<file path="src/rtl/spram_arb_pkg.sv">
// Shared types for the SPRAM arbiter: access owner encoding and arbitration policy codes.
package spram_arb_pkg;

    typedef enum logic {
        OWN_A = 1'b0,
        OWN_B = 1'b1
    } owner_e;

    localparam int PRIO_RR = 0;
    localparam int PRIO_B  = 1;

endpackage

</file>
<file path="src/rtl/spram_arb_rr.sv">
// Two-way winner pick (round-robin or B-priority) plus the A starvation counter.
// Bit 0 of req_i/gnt_o is port A, bit 1 is port B.
module spram_arb_rr
    import spram_arb_pkg::*;
#(
    parameter int MAXWAIT = 4
) (
    input  logic       clk,
    input  logic       rst,
    input  logic [1:0] req_i,
    input  logic       last_i,
    input  logic       locked_i,
    input  logic       policy_i,
    output logic [1:0] gnt_o,
    output logic [3:0] wait_cnt_o
);

    localparam logic [3:0] WAIT_MAX = 4'(MAXWAIT);

    logic [3:0] wait_cnt_q, wait_cnt_d;

    always_comb begin
        gnt_o = 2'b00;
        if (locked_i) begin
            gnt_o[1] = req_i[1];
        end else if (req_i == 2'b11) begin
            if (policy_i) begin
                // B normally wins; A gets one access once it has lost MAXWAIT times in a row.
                gnt_o = (wait_cnt_q == WAIT_MAX) ? 2'b01 : 2'b10;
            end else begin
                gnt_o = (last_i == OWN_A) ? 2'b10 : 2'b01;
            end
        end else begin
            gnt_o = req_i;
        end
    end

    always_comb begin
        wait_cnt_d = wait_cnt_q;
        if (!req_i[0] || gnt_o[0]) begin
            wait_cnt_d = 4'd0;
        end else if (wait_cnt_q != WAIT_MAX) begin
            wait_cnt_d = wait_cnt_q + 4'd1;
        end
    end

    always_ff @(posedge clk or posedge rst) begin
        if (rst) begin
            wait_cnt_q <= 4'd0;
        end else begin
            wait_cnt_q <= wait_cnt_d;
        end
    end

    assign wait_cnt_o = wait_cnt_q;

endmodule

</file>
<file path="src/rtl/spram_arb.sv">
// Arbiter/sequencer sharing one single-port SRAM between an instruction-fetch port (A)
// and a data port (B); tracks the one-cycle read latency and steers read data to its owner.
module spram_arb
    import spram_arb_pkg::*;
#(
    parameter int DW      = 32,
    parameter int AW      = 15,
    parameter int PRIO    = 0,
    parameter int MAXWAIT = 4
) (
    input  logic            clk,
    input  logic            rst,
    input  logic            a_req,
    input  logic [AW-1:0]   a_ai,
    output logic            a_gnt,
    output logic            a_rdy,
    output logic [DW-1:0]   a_vo,
    input  logic            b_req,
    input  logic            b_we,
    input  logic [AW-1:0]   b_ai,
    input  logic [DW-1:0]   b_vi,
    input  logic [DW/8-1:0] b_bmsk,
    input  logic            b_lock,
    output logic            b_gnt,
    output logic            b_rdy,
    output logic [DW-1:0]   b_vo,
    output logic [AW-1:0]   m_ai,
    output logic [DW-1:0]   m_vi,
    output logic            m_we,
    output logic [DW/8-1:0] m_bmsk,
    input  logic [DW-1:0]   m_vo
);

    owner_e        last_q, last_d;
    owner_e        pend_own_q, pend_own_d;
    logic          locked_q, locked_d;
    logic          pend_v_q, pend_v_d;
    logic [AW-1:0] m_ai_q, m_ai_d;
    logic [1:0]    req, gnt;
    logic [3:0]    wait_cnt;
    logic          policy;

    // Requests are masked during reset so no access reaches the RAM while rst is high.
    assign req    = {b_req, a_req} & {2{~rst}};
    assign policy = (PRIO == PRIO_B);

    spram_arb_rr #(
        .MAXWAIT(MAXWAIT)
    ) u_pick (
        .clk       (clk),
        .rst       (rst),
        .req_i     (req),
        .last_i    (last_q),
        .locked_i  (locked_q & b_lock),
        .policy_i  (policy),
        .gnt_o     (gnt),
        .wait_cnt_o(wait_cnt)
    );

    assign a_gnt = gnt[0];
    assign b_gnt = gnt[1];

    always_comb begin
        m_ai_d     = m_ai_q;
        m_vi       = '0;
        m_we       = 1'b0;
        m_bmsk     = '0;
        last_d     = last_q;
        pend_v_d   = 1'b0;
        pend_own_d = pend_own_q;
        locked_d   = locked_q;
        if (gnt[0]) begin
            m_ai_d     = a_ai;
            m_bmsk     = '1;
            last_d     = OWN_A;
            pend_v_d   = 1'b1;
            pend_own_d = OWN_A;
        end else if (gnt[1]) begin
            m_ai_d = b_ai;
            m_vi   = b_vi;
            m_we   = b_we;
            m_bmsk = b_bmsk;
            last_d = OWN_B;
            if (!b_we) begin
                pend_v_d   = 1'b1;
                pend_own_d = OWN_B;
            end
        end
        // The first cycle with b_lock low releases ownership and is arbitrated normally.
        if (gnt[1] && b_lock) begin
            locked_d = 1'b1;
        end else if (!b_lock) begin
            locked_d = 1'b0;
        end
    end

    // An idle bus keeps the last address to avoid needless toggling.
    assign m_ai = m_ai_d;

    always_ff @(posedge clk or posedge rst) begin
        if (rst) begin
            last_q     <= OWN_A;
            pend_own_q <= OWN_A;
            locked_q   <= 1'b0;
            pend_v_q   <= 1'b0;
            m_ai_q     <= '0;
        end else begin
            last_q     <= last_d;
            pend_own_q <= pend_own_d;
            locked_q   <= locked_d;
            pend_v_q   <= pend_v_d;
            m_ai_q     <= m_ai_d;
        end
    end

    assign a_rdy = pend_v_q && (pend_own_q == OWN_A);
    assign b_rdy = pend_v_q && (pend_own_q == OWN_B);
    assign a_vo  = a_rdy ? m_vo : '0;
    assign b_vo  = b_rdy ? m_vo : '0;

endmodule

</file>
<file path="config.mk">
export PLATFORM = sky130hd
export DESIGN_NAME = spram_arb
export DESIGN_NICKNAME = d
export VERILOG_FILES = /design/src/rtl/spram_arb_pkg.sv /design/src/rtl/spram_arb_rr.sv /design/src/rtl/spram_arb.sv
export SDC_FILE = /design/constraint.sdc
export NUM_CORES = 1
export LEC_CHECK = 0
export BUFFER_PORTS_ARGS = -buffer_cell sky130_fd_sc_hd__buf_2
export CORE_AREA = 2 2 87 89
export DETAILED_ROUTE_END_ITERATION = 10
export DIE_AREA = 0 0 89 91
export HOLD_SLACK_MARGIN = 0.1
export SLEW_MARGIN = 25
export SYNTH_ARGS = -nofsm -noshare
export SYNTH_HDL_FRONTEND = slang
export SYNTH_SLANG_ARGS = --single-unit
</file>
<file path="constraint.sdc">
create_clock -name clk -period 2.11 [get_ports clk]
set_clock_uncertainty 0.1 [all_clocks]
set_input_delay 0.1055 -clock clk [delete_from_list [all_inputs] [get_ports clk]]
set_output_delay 0.1055 -clock clk [all_outputs]
set_load 0.02 [all_outputs]
</file>
==> results.py <==
metrics = {
    "critical_path": {
        "cpMaxStageDelayCell": "dfrtp_1",
        "cp_num_buf_inv": 2,
        "path_cells": "a21bo_1 > or3_4 > clkinv_8 > a21oi_1 > a21oi_1 > buf_2",
        "rrSetupSlack_ns": 0.50,
        "critPathMaxFanout": 17,
        "slowest_delay_ns": 0.38,
        "rr_worst_depth": 5,
        "r2r_end": "m_ai_q[8]$_DFF_PP0_",
        "crit_top_cell": "a21oi_1",
        "reg2reg_from": "locked_q$_DFFE_PP0P_",
        "startpoint_type": "flip-flop",
        "cp_data_required_time_ns": 1.90,
        "crit_arrival_ns": 1.82,
        "crit_type": "reg -> out",
        "end_kind": "primary output",
        "crit_family": "compound AO/OA/AOI/OAI gates",
        "cp_num_cells": 6,
    },
    "floorplanning": {
        "dieArea_sq_mm": 0.008099,
        "rows": 31,
        "die_x_um": 89,
        "die_height_um": 91,
        "core_area_sq_mm": 0.007137,
        "start_util": 0.2242,
        "ios": 224,
    },
    "cts": {
        "cts_tree": "done",
        "post-cts-setup-buffers": 0,
        "cts_sinks": 19,
        "clk_pin_slew_worst_paths_ns": 0.07,
        "h-tree-depth": 1,
        "clock-root-buffer": "clkbuf_8",
        "clockBufferDepth": 2,
        "clk_latency_ns": 0.26,
        "numCtsBuffers": 3,
    },
    "synth": {
        "yosys.area.top_type": "dfrtp_1",
        "syn-cell-area_sq_mm": 0.001600,
        "ys_seq_area_frac": 0.2971,
        "yosysWarnings": 0,
        "synth_cells": 220,
        "synth_area_leaders": "dfrtp_1, and2_1, and3_1",
        "yosysUniqueCellTypes": 22,
        "avgSynthCellArea_sq_um": 7.274,
        "synth_nets": 324,
        "synth_top_area_share": 0.2971,
        "synth-seq-cells": 19,
    },
    "timing": {
        "period_needed_ns": 2.025,
        "setup_tns_ns": 0,
        "hold_viol_final": 0,
        "fin_ws_ns": 0.08503,
        "slew_viol_final": 0,
        "setup-violations-final": 0,
        "holdWs_ns": 0.2551,
        "max_freq_mhz": 493.8,
        "tightest_slew_ns": 0.8998,
        "rsz0062_at_grt": "no",
        "relSlewSlack": 0.3982,
        "fin_crit_sh": 0.9597,
    },
    "route": {
        "routed_wirelength_um": 7160,
        "drc": 0,
        "postRouteAntennaNets": 0,
        "first_pass_iters": 4,
        "wl_per_cell_um": 12.63,
        "via_per_inst": 4.198,
        "initialDrtViolationCount": 68,
        "num_vias": 2380,
    },
    "final_layout": {
        "drive_above_1_share": 0.5118,
        "final-instance-count-excl-fill": 567,
        "fillers": 760,
        "mostFrequentLayoutCell": "buf_2",
        "fin_nets": 572,
        "final_cell_mix": "buf_2, and2_1, dlygate4sd3_1",
        "seq_area_sq_um": 475.5,
        "multi_input_area_sq_um": 997.2,
        "area_growth_pct": 98.44,
    },
    "place": {
        "dp_hpwl_um": 5334,
        "place_congestion": 0.7903,
        "io_buffers": 223,
        "place_ws_ns": 0.1347,
        "place_inst": 528,
    },
    "pwr": {
        "p_leak_uw": 0.002028,
        "ir_drop_v": 0.0002885,
        "total_power_uw": 1556,
        "powerDensity_mw_per_mm2": 490.1,
    },
    "min_path": {
        "hold_depth": 4,
        "hp-class": "in -> reg",
        "hold_start": "rst",
        "hold_end": "last_q$_DFFE_PP0P_",
    },
    "global_route": {
        "grt_start_max_net_pins": 55,
        "grt_pass1_vias": 2172,
        "antenna_found_initial": 1,
        "gr-usage-all-layers": 0.1587,
        "grt-ovfl-total": 0,
        "grt_pass1_wl_um": 10200,
    },
    "run": {
        "cap_violations": 0,
    },
    "outcome": {
        "outcome": "complete, no violations",
    },
}
[logic make-up (layout without fill, tap and decap cells)]
kind of cell | count (synthesis) | count (layout) | synth area share
AO/OA/AOI/OAI | 35 | 35 | 0.1251
flip-flops | 19 | 19 | 0.2971
buffers and inverters | 23 | 270 | 0.08288
other | 0 | 1 | 0
AND/OR/NAND/NOR | 143 | 143 | 0.4949
[cells in the mapped netlist]
cell,instances
a21bo_1,1
a21oi_1,27
a21oi_2,3
and2_1,66
and3_1,32
buf_12,1
buf_2,4
buf_4,1
buf_6,1
clkbuf_1,11
clkbuf_2,1
clkinv_8,1
dfrtp_1,19
inv_1,2
inv_2,1
nand2_1,23
nor2_1,18
nor2b_1,3
o21a_1,2
o21ai_0,1
o21ai_2,1
or3_1,1
[how the worst max path moves through the flow]
stage,from,to
finish,locked_q$_DFFE_PP0P_,m_ai[0]
global route,locked_q$_DFFE_PP0P_,m_ai[7]
CTS,locked_q$_DFFE_PP0P_,m_ai[7]
detailed placement,locked_q$_DFFE_PP0P_,m_ai[7]
global placement,locked_q$_DFFE_PP0P_,m_ai[4]
floorplan,locked_q$_DFFE_PP0P_,m_ai_q[13]$_DFF_PP0_
[area by class of cell]
| cell class | instances | share of cell area |
|---|---|---|
| Timing Repair Buffer | 262 | 0.4716 |
| Clock buffer | 3 | 0.01300 |
| Inverter | 4 | 0.01024 |
| Sequential cell | 19 | 0.1497 |
| Tap cell | 99 | 0.03901 |
| Multi-Input combinational cell | 178 | 0.3140 |
| Clock inverter | 1 | 0.001576 |
| Antenna cell | 1 | 0.0007880 |
[stage by stage]
step	instance area, sq um	util
global route	3176	0.4450
finish	3176	0.4450
detailed placement	2773	0.3885
CTS	3167	0.4437
global placement	2773	0.3885
floorplan	1600	-
[worst register-to-register path, cell delays in order (launching register included)]
cell     delay [ns]
dfrtp_1        0.38
a21bo_1        0.20
or3_4          0.37
buf_4          0.23
nor2_1         0.13
a21oi_1        0.07
[state kept, by name (all words and copies together), names as in the netlist]
name        cells
pend_v_q        1
m_ai_q         15
locked_q        1
last_q          1
pend_own_q      1
[power by group]
| part | leakage (uW) | switching [uW] | internal, uW |
|---|---|---|---|
| clock | 0.0000255 | 122 | 131 |
| sequential | 0.000224 | 21.8 | 435 |
| combinational | 0.00178 | 510 | 336 |
| total | 0.00203 | 654 | 902 |
[timing repair]
action                                  CTS  global route
gates cloned                              0             0
endpoints found under the setup margin   16            10
endpoints found under the hold margin    38             0
resized for setup                         2             2
hold buffers                             34             0
[routing by layer]
metal	vias to the layer above	share of wire	GRT usage
met5	-	0	0
li1	1203	-	-
met1	1017	0.37	0.1749
met2	152	0.51	0.3022
met3	8	0.10	0.03273
met4	0	0.016	0.03607
(Power assumes the default switching activity.)
